### config.mk
export PLATFORM = sky130hd
export DESIGN_NAME = core_mem_arbiter
export DESIGN_NICKNAME = d
export VERILOG_FILES = /design/src/rtl/arb_pkg.sv /design/src/rtl/arb_fair_cnt.sv /design/src/rtl/core_mem_arbiter.sv
export SDC_FILE = /design/constraint.sdc
export NUM_CORES = 1
export LEC_CHECK = 0
export ABC_CLOCK_PERIOD_IN_PS = 2890
export BUFFER_PORTS_ARGS = -buffer_cell sky130_fd_sc_hd__buf_4
export CAP_MARGIN = 5
export CORE_AREA = 2 2 108 110
export CTS_BUF_LIST = sky130_fd_sc_hd__clkbuf_4 sky130_fd_sc_hd__clkbuf_8
export DETAILED_ROUTE_END_ITERATION = 10
export DIE_AREA = 0 0 110 112
export SLEW_MARGIN = 20
export SYNTH_ARGS = -nofsm -noshare
export SYNTH_HDL_FRONTEND = slang
export SYNTH_HIERARCHICAL = 1
export SYNTH_SLANG_ARGS = --single-unit
### constraint.sdc
create_clock -name clk -period 2.89 [get_ports clk]
set_input_delay 0.578 -clock clk [delete_from_list [all_inputs] [get_ports clk]]
set_output_delay 0.578 -clock clk [all_outputs]
set_load 0.005 [all_outputs]
### src/rtl/arb_pkg.sv
// Shared defaults and grant encoding for the core instruction/data memory arbiter.
package arb_pkg;

  localparam int unsigned ARB_ADDR_W     = 32;
  localparam int unsigned ARB_DATA_W     = 32;
  localparam int unsigned ARB_MAX_CONSEC = 4;
  localparam int unsigned ARB_CNT_W      = 4;

  typedef enum logic [1:0] {
    GNT_NONE = 2'd0,
    GNT_IF   = 2'd1,
    GNT_D    = 2'd2
  } grant_t;

endpackage

### src/rtl/arb_fair_cnt.sv
// Saturating count of consecutive data grants taken while a fetch is waiting.
module arb_fair_cnt
  import arb_pkg::*;
#(
  parameter int unsigned MAX_CONSEC = ARB_MAX_CONSEC
) (
  input  logic clk,
  input  logic rst,
  input  logic inc,
  input  logic clr,
  output logic at_max
);

  localparam logic [ARB_CNT_W-1:0] CNT_MAX = ARB_CNT_W'(MAX_CONSEC);

  logic [ARB_CNT_W-1:0] cnt;

  always_ff @(posedge clk or negedge rst) begin
    if (!rst) begin
      cnt <= '0;
    end else if (clr) begin
      cnt <= '0;
    end else if (inc && (cnt != CNT_MAX)) begin
      cnt <= cnt + ARB_CNT_W'(1);
    end
  end

  assign at_max = (cnt == CNT_MAX);

endmodule

### src/rtl/core_mem_arbiter.sv
// Arbitrates instruction fetch and load/store requests onto one single-port memory,
// routing the one-cycle-later read data back to the port that won.
module core_mem_arbiter
  import arb_pkg::*;
#(
  parameter int unsigned ADDR_W     = ARB_ADDR_W,
  parameter int unsigned DATA_W     = ARB_DATA_W,
  parameter int unsigned MAX_CONSEC = ARB_MAX_CONSEC
) (
  input  logic              clk,
  input  logic              rst,
  input  logic              if_req_valid,
  output logic              if_req_ready,
  input  logic [ADDR_W-1:0] if_req_addr,
  output logic              if_rsp_valid,
  output logic [DATA_W-1:0] if_rsp_data,
  input  logic              d_req_valid,
  output logic              d_req_ready,
  input  logic              d_req_we,
  input  logic [ADDR_W-1:0] d_req_addr,
  input  logic [DATA_W-1:0] d_req_wdata,
  input  logic [3:0]        d_req_wstrb,
  output logic              d_rsp_valid,
  output logic [DATA_W-1:0] d_rsp_data,
  output logic              mem_en,
  output logic              mem_we,
  output logic [ADDR_W-1:0] mem_addr,
  output logic [DATA_W-1:0] mem_wdata,
  output logic [3:0]        mem_wstrb,
  input  logic              mem_ready,
  input  logic [DATA_W-1:0] mem_rdata
);

  grant_t gnt;
  logic   at_max;
  logic   cnt_inc;
  logic   cnt_clr;
  logic   rsp_pend;
  logic   rsp_sel;
  logic   rsp_we;

  // Gating with rst keeps ready/mem_en low for the whole reset window, not just after an edge.
  always_comb begin
    gnt = GNT_NONE;
    if (rst && mem_ready) begin
      if (d_req_valid && (!if_req_valid || !at_max)) begin
        gnt = GNT_D;
      end else if (if_req_valid) begin
        gnt = GNT_IF;
      end
    end
  end

  assign if_req_ready = (gnt == GNT_IF);
  assign d_req_ready  = (gnt == GNT_D);

  assign cnt_inc = (gnt == GNT_D) && if_req_valid;
  assign cnt_clr = (gnt == GNT_IF) || !if_req_valid;

  arb_fair_cnt #(
    .MAX_CONSEC(MAX_CONSEC)
  ) u_fair_cnt (
    .clk   (clk),
    .rst   (rst),
    .inc   (cnt_inc),
    .clr   (cnt_clr),
    .at_max(at_max)
  );

  always_comb begin
    mem_en    = 1'b0;
    mem_we    = 1'b0;
    mem_addr  = '0;
    mem_wdata = '0;
    mem_wstrb = '0;
    case (gnt)
      GNT_IF: begin
        mem_en   = 1'b1;
        mem_addr = {if_req_addr[ADDR_W-1:2], 2'b00};
      end
      GNT_D: begin
        mem_en    = 1'b1;
        mem_we    = d_req_we;
        mem_addr  = d_req_addr;
        mem_wdata = d_req_wdata;
        mem_wstrb = d_req_we ? d_req_wstrb : 4'b0000;
      end
      default: ;
    endcase
  end

  // rsp_we lets a store acknowledge with zero data instead of whatever mem_rdata shows.
  always_ff @(posedge clk or negedge rst) begin
    if (!rst) begin
      rsp_pend <= 1'b0;
      rsp_sel  <= 1'b0;
      rsp_we   <= 1'b0;
    end else begin
      rsp_pend <= (gnt != GNT_NONE);
      rsp_sel  <= (gnt == GNT_D);
      rsp_we   <= (gnt == GNT_D) && d_req_we;
    end
  end

  assign if_rsp_valid = rsp_pend && !rsp_sel;
  assign d_rsp_valid  = rsp_pend && rsp_sel;
  assign if_rsp_data  = if_rsp_valid ? mem_rdata : '0;
  assign d_rsp_data   = (d_rsp_valid && !rsp_we) ? mem_rdata : '0;

endmodule

Word-level counts from Yosys, hierarchy flattened:

Index checks and enable logic that the tools add are counted.
W data, S select, Z words.

* $add $sub $neg: 1
* equal/unequal tests: 4
* muxes and demuxes: 13
* reductions and logical operators: 17

Operators with widths (count)
* $mux W32: 3
* $pmux W32 S2: 1
* $mux W4: 4
* $logic_and A1 B1 Y1: 8
* $add A4 B1 Y4 const B: 1
* $eq A4 B3 Y1 const B: 1
* $logic_not A1 Y1: 4
* $mux W2: 2
* $ne A4 B3 Y1 const B: 1
* $reduce_bool A2 Y1: 2
* $mux W1: 3
* $eq A2 B1 Y1 const B: 1
* $eq A2 B2 Y1 const B: 1
* $logic_or A1 B1 Y1: 2
* $reduce_or A2 Y1: 1

* flip-flop bits (word level): 7
* output and inout port bits: 138
* word-level logic and storage cells: 39

Longest topological paths before layout:

* word-level depth: 11
* gate-level depth with buffers: 12

By module:

Netlist, hierarchy kept.

By module, submodules not included
* core_mem_arbiter: times used 1, cells each 201, area an instance 1360.1 um^2, sequential area each 75.1 um^2
* arb_fair_cnt: times used 1, cells each 24, area an instance 234.0 um^2, sequential area each 100.1 um^2

Worst setup path before layout:

No wires, ideal clock.

* path type: register -> output
* start: register u_fair_cnt.cnt[0]
* end: output mem_addr[10]
* data arrival time: 1.822 ns
* setup slack: 0.490 ns
* stages on the path, launching flop included: 10
* path buffers: 1
* path through: dfrtp_1 > inv_1 > ha_1 > nand3b_4 > inv_2 > nand2b_1 > nand4_1 > ha_1 > clkbuf_1 > nor2b_1

* longest elaborated chain between the ends: 8

RTL lines
* start, declared: RTL line arb_fair_cnt.sv:16 `logic [ARB_CNT_W-1:0] cnt;`
* start signal, assigned: RTL line arb_fair_cnt.sv:24 `cnt <= cnt + ARB_CNT_W'(1);`
* $eq A4 B3 Y1 *: RTL line arb_fair_cnt.sv:28 `assign at_max = (cnt == CNT_MAX);`
* via at_max: RTL line core_mem_arbiter.sv:35 `logic at_max;`
* $logic_not A1 Y1 *: RTL line core_mem_arbiter.sv:46 `if (d_req_valid && (!if_req_valid || !at_max)) begin`
* $logic_or A1 B1 Y1 *: RTL line core_mem_arbiter.sv:46
* $logic_and A1 B1 Y1 *: RTL line core_mem_arbiter.sv:46
* $mux W2 *: RTL line core_mem_arbiter.sv:46
* $mux W2 *: RTL line core_mem_arbiter.sv:45 `if (rst && mem_ready) begin`
* $eq A2 B2 Y1 / $eq A2 B1 Y1 (equally long branches): RTL line core_mem_arbiter.sv:76 `case (gnt)`
* $pmux W32 S2 *: RTL line core_mem_arbiter.sv:76
* end, declared: RTL line core_mem_arbiter.sv:27 `output logic [ADDR_W-1:0] mem_addr,`

The timed path passes the listed nets; every way through them passes the cells marked *.

Final worst setup path:

* start: register u_fair_cnt.cnt[0]
* end: output mem_addr[21]

The elaborated chain is that of the path after synthesis.

==> flow_metrics.tcl <==
set metrics [dict create \
    status "finished clean" \
    start_util 0.1426 \
    cts_tree "done" \
    multi_input_area_um2 1384 \
    cp.arrival_ps 2210 \
    p_int_mw 0.4258 \
    place_area_um2 3807 \
    grt_max_degree 38 \
    clk_latency_ps 220 \
    final-hold-violation-count 0 \
    worst-path-max-fanout 17 \
    crit_family "buffers and inverters" \
    place_hpwl_mm 6.761 \
    drt_pass1_iterations 4 \
    seq_area_um2 175.2 \
    finClkSkew_ps 2.044 \
    dp.cells 628 \
    drive_gt1_frac 0.6182 \
    synth_nets 369 \
    rows 39 \
    synth_warnings 6 \
    clk_pin_slew_ps 40 \
    cap_viol_max_count 0 \
    gr-usage-all-layers 0.1147 \
    dp_slack_ps 146.3 \
    root_buffer "clkbuf_8" \
    cts_hold_buffers 0 \
    ant_nets 0 \
    pwr-share-comb 0.574 \
    grt_pass1_vias 2479 \
    p_total_mw 0.5763 \
    num_antenna_cells 0 \
    cts_htree_levels 1 \
    synth_commonest_cells "and2_1 (99), a22oi_1 (30), nor2b_1 (30)" \
    setup_viol 0 \
    async_flop_share 1.000 \
    wl_per_cell_um 13.19 \
    yosysUniqueCellTypes 24 \
    p_leak_nw 2.101 \
    die_h_um 112 \
    die_w_um 110 \
    antenna_found_initial 0 \
    p_sw_frac 0.2612 \
    crit_path_cell_trace "inv_2 > ha_4 > nand3b_4 > inv_4 > nand2b_4 > nand4_1 > buf_4 > ha_4 > buf_12 > a22oi_2 > nor2b_4 > buf_4" \
    synth.largest_area_cell "and2_1" \
    ir_drop_mv 0.1161 \
    dieArea_um2 12320 \
    hold_class "input port to asynchronous set/reset pin" \
    netlist_top_cells_area "and2_1 (39%), a22oi_1 (14%), nor2b_1 (12%)" \
    cp-end-kind "primary output" \
    critical_path_required_ps 2310 \
    p_per_area_nw_per_um2 143.5 \
    slew_viol_final 0 \
    finalCritPeriodShare 0.9648 \
    setup_ws_ps 101.8 \
    cts.sinks 7 \
    vias 2640 \
    grt_pass1_wl_mm 11.44 \
    cp_num_buf_inv 5 \
    ioPinCount 276 \
    crit_path_max_incr_delay_ps 400 \
    path_class "flop to primary output" \
    area_growth_pct 152.0 \
    place.gp.congestion 0.7420 \
    yosysTopAreaCellShare 0.3885 \
    grt_overflow_total 0 \
    port_buffers 273 \
    cp_slowest_cell "dfrtp_1" \
    seqPwrFrac 0.177 \
    core_um2 11170 \
    stdcell_area_um2 4016 \
    drc 0 \
    syn_area_um2 1594 \
    final_cell_count_no_fill 638 \
    p_switching_mw 0.1505 \
    ys_seq_elements 7 \
    worstMarginPinSlew_ps 241.0 \
    seq_area_frac_synth 0.1099 \
    nets 640 \
    synthCells 225 \
    synth_area_per_cell_um2 7.085 \
    viasPerCell 4.138 \
    fmax_mhz 358.7 \
    critPathLaunchType "flop" \
    clock_path_buffers 2 \
    first_iter_violations 109 \
    cts_buffers 3 \
    n_fill_cell 1144 \
    ys.flop_type "dfrtp_1" \
    slew_headroom 0.8393 \
    synth_edf_count 0 \
    wirelength_mm 8.413 \
    fin_crit_ps 2788 \
    clock_power_share 0.248 \
    synth_most_common_cell "and2_1" \
]
[metrics by stage]
step | hold slack (ps) | util | setup TNS (ps)
finish | 176.9 | 0.3594 | 0
global route | 177.0 | 0.3594 | -18.19
CTS | 174.4 | 0.3464 | 0
detailed placement | 414.7 | 0.3407 | 0
global placement | 407.4 | 0.3407 | 0
floorplan | 282.4 | - | 0
[final timing paths]
kind / depth (start not counted) / end / slack [ps] / from
hold reg to reg: 2 / u_fair_cnt/cnt[3] / 550 / u_fair_cnt/cnt[3]
hold / removal: 1 / u_fair_cnt/cnt[3] / 180 / rst
min in group clk: 2 / u_fair_cnt/cnt[3] / 550 / u_fair_cnt/cnt[3]
max in group asynchronous: 1 / rsp_pend / 2570 / rst
setup / recovery: 12 / mem_addr[21] / 100 / u_fair_cnt/cnt[0]
setup reg to reg: 11 / u_fair_cnt/cnt[3] / 660 / u_fair_cnt/cnt[0]
[cell usage in the layout (no fill, tap or decap), drive strengths merged]
cell | Yosys | routed
buf | 15 | 283
and2 | 99 | 99
nor2b | 31 | 31
a22oi | 30 | 30
dfrtp | 7 | 7
and3 | 6 | 6
ha | 6 | 6
clkbuf | 4 | 6
a21oi | 4 | 4
inv | 4 | 4
nand4 | 3 | 3
nand3 | 3 | 3
and4 | 2 | 2
nand2 | 2 | 2
a21o | 2 | 2
nand2b | 2 | 2
and3b | 1 | 1
nand3b | 1 | 1
or3 | 1 | 1
nor2 | 1 | 1
nor3 | 1 | 1
[state kept, by name (all words and copies together) (netlist names)]
signal / cells
rsp_pend: 1
rsp_sel: 1
rsp_we: 1
u_fair_cnt/cnt: 4
[area by class of cell]
type / instances / share of cell area
inverters: 4 / 0.004361
flip-flops and latches: 7 / 0.04361
well taps: 143 / 0.04455
multi-input cells: 195 / 0.3445
repair buffers: 285 / 0.5508
clock buffers: 4 / 0.01215
[metal layers]
metal  routed length (um)  share of wire  up-vias  track usage
met4                   42         0.0050        0      0.01519
met2                 4549           0.54      169       0.2245
met5                    0              0        -            0
li1                     -              -     1287            -
met3                  931           0.11        4      0.02518
met1                 2890           0.34     1180       0.1253
[power by group through the flow]
stage	Combinational, mW	Sequential (mW)	Clock (mW)
floorplan	0.0843	0.103	0
global placement	0.308	0.103	0
detailed placement	0.313	0.103	0
CTS	0.315	0.102	0.147
global route	0.361	0.102	0.154
finish	0.331	0.102	0.143
[timing repair]
action / 4_1_cts / 5_1_grt
pin swaps: 2 / 4
buffers inserted: 0 / 4
gates cloned: 0 / 2
resized for setup: 4 / 13
setup endpoints to repair: 31 / 69
[worst reg2reg max path: cells and delay by family, from the launching register on]
family | cells | cell delay, ps
and+or+nand+nor | 6 | 1150
DFF | 1 | 380
adders and majority gates | 2 | 340
AOI/OAI and AO/OA | 1 | 140
buffers and inverters | 2 | 120
[logic make-up (layout without fill, tap and decap cells)]
kind of cell | Yosys count | in the layout | share of synthesized area
simple gates | 153 | 153 | 0.6075
flops | 7 | 7 | 0.1099
fa+ha+maj | 6 | 6 | 0.04709
compound gates | 36 | 36 | 0.1648
buf+inv | 23 | 293 | 0.07064
(Power assumes the default switching activity.)
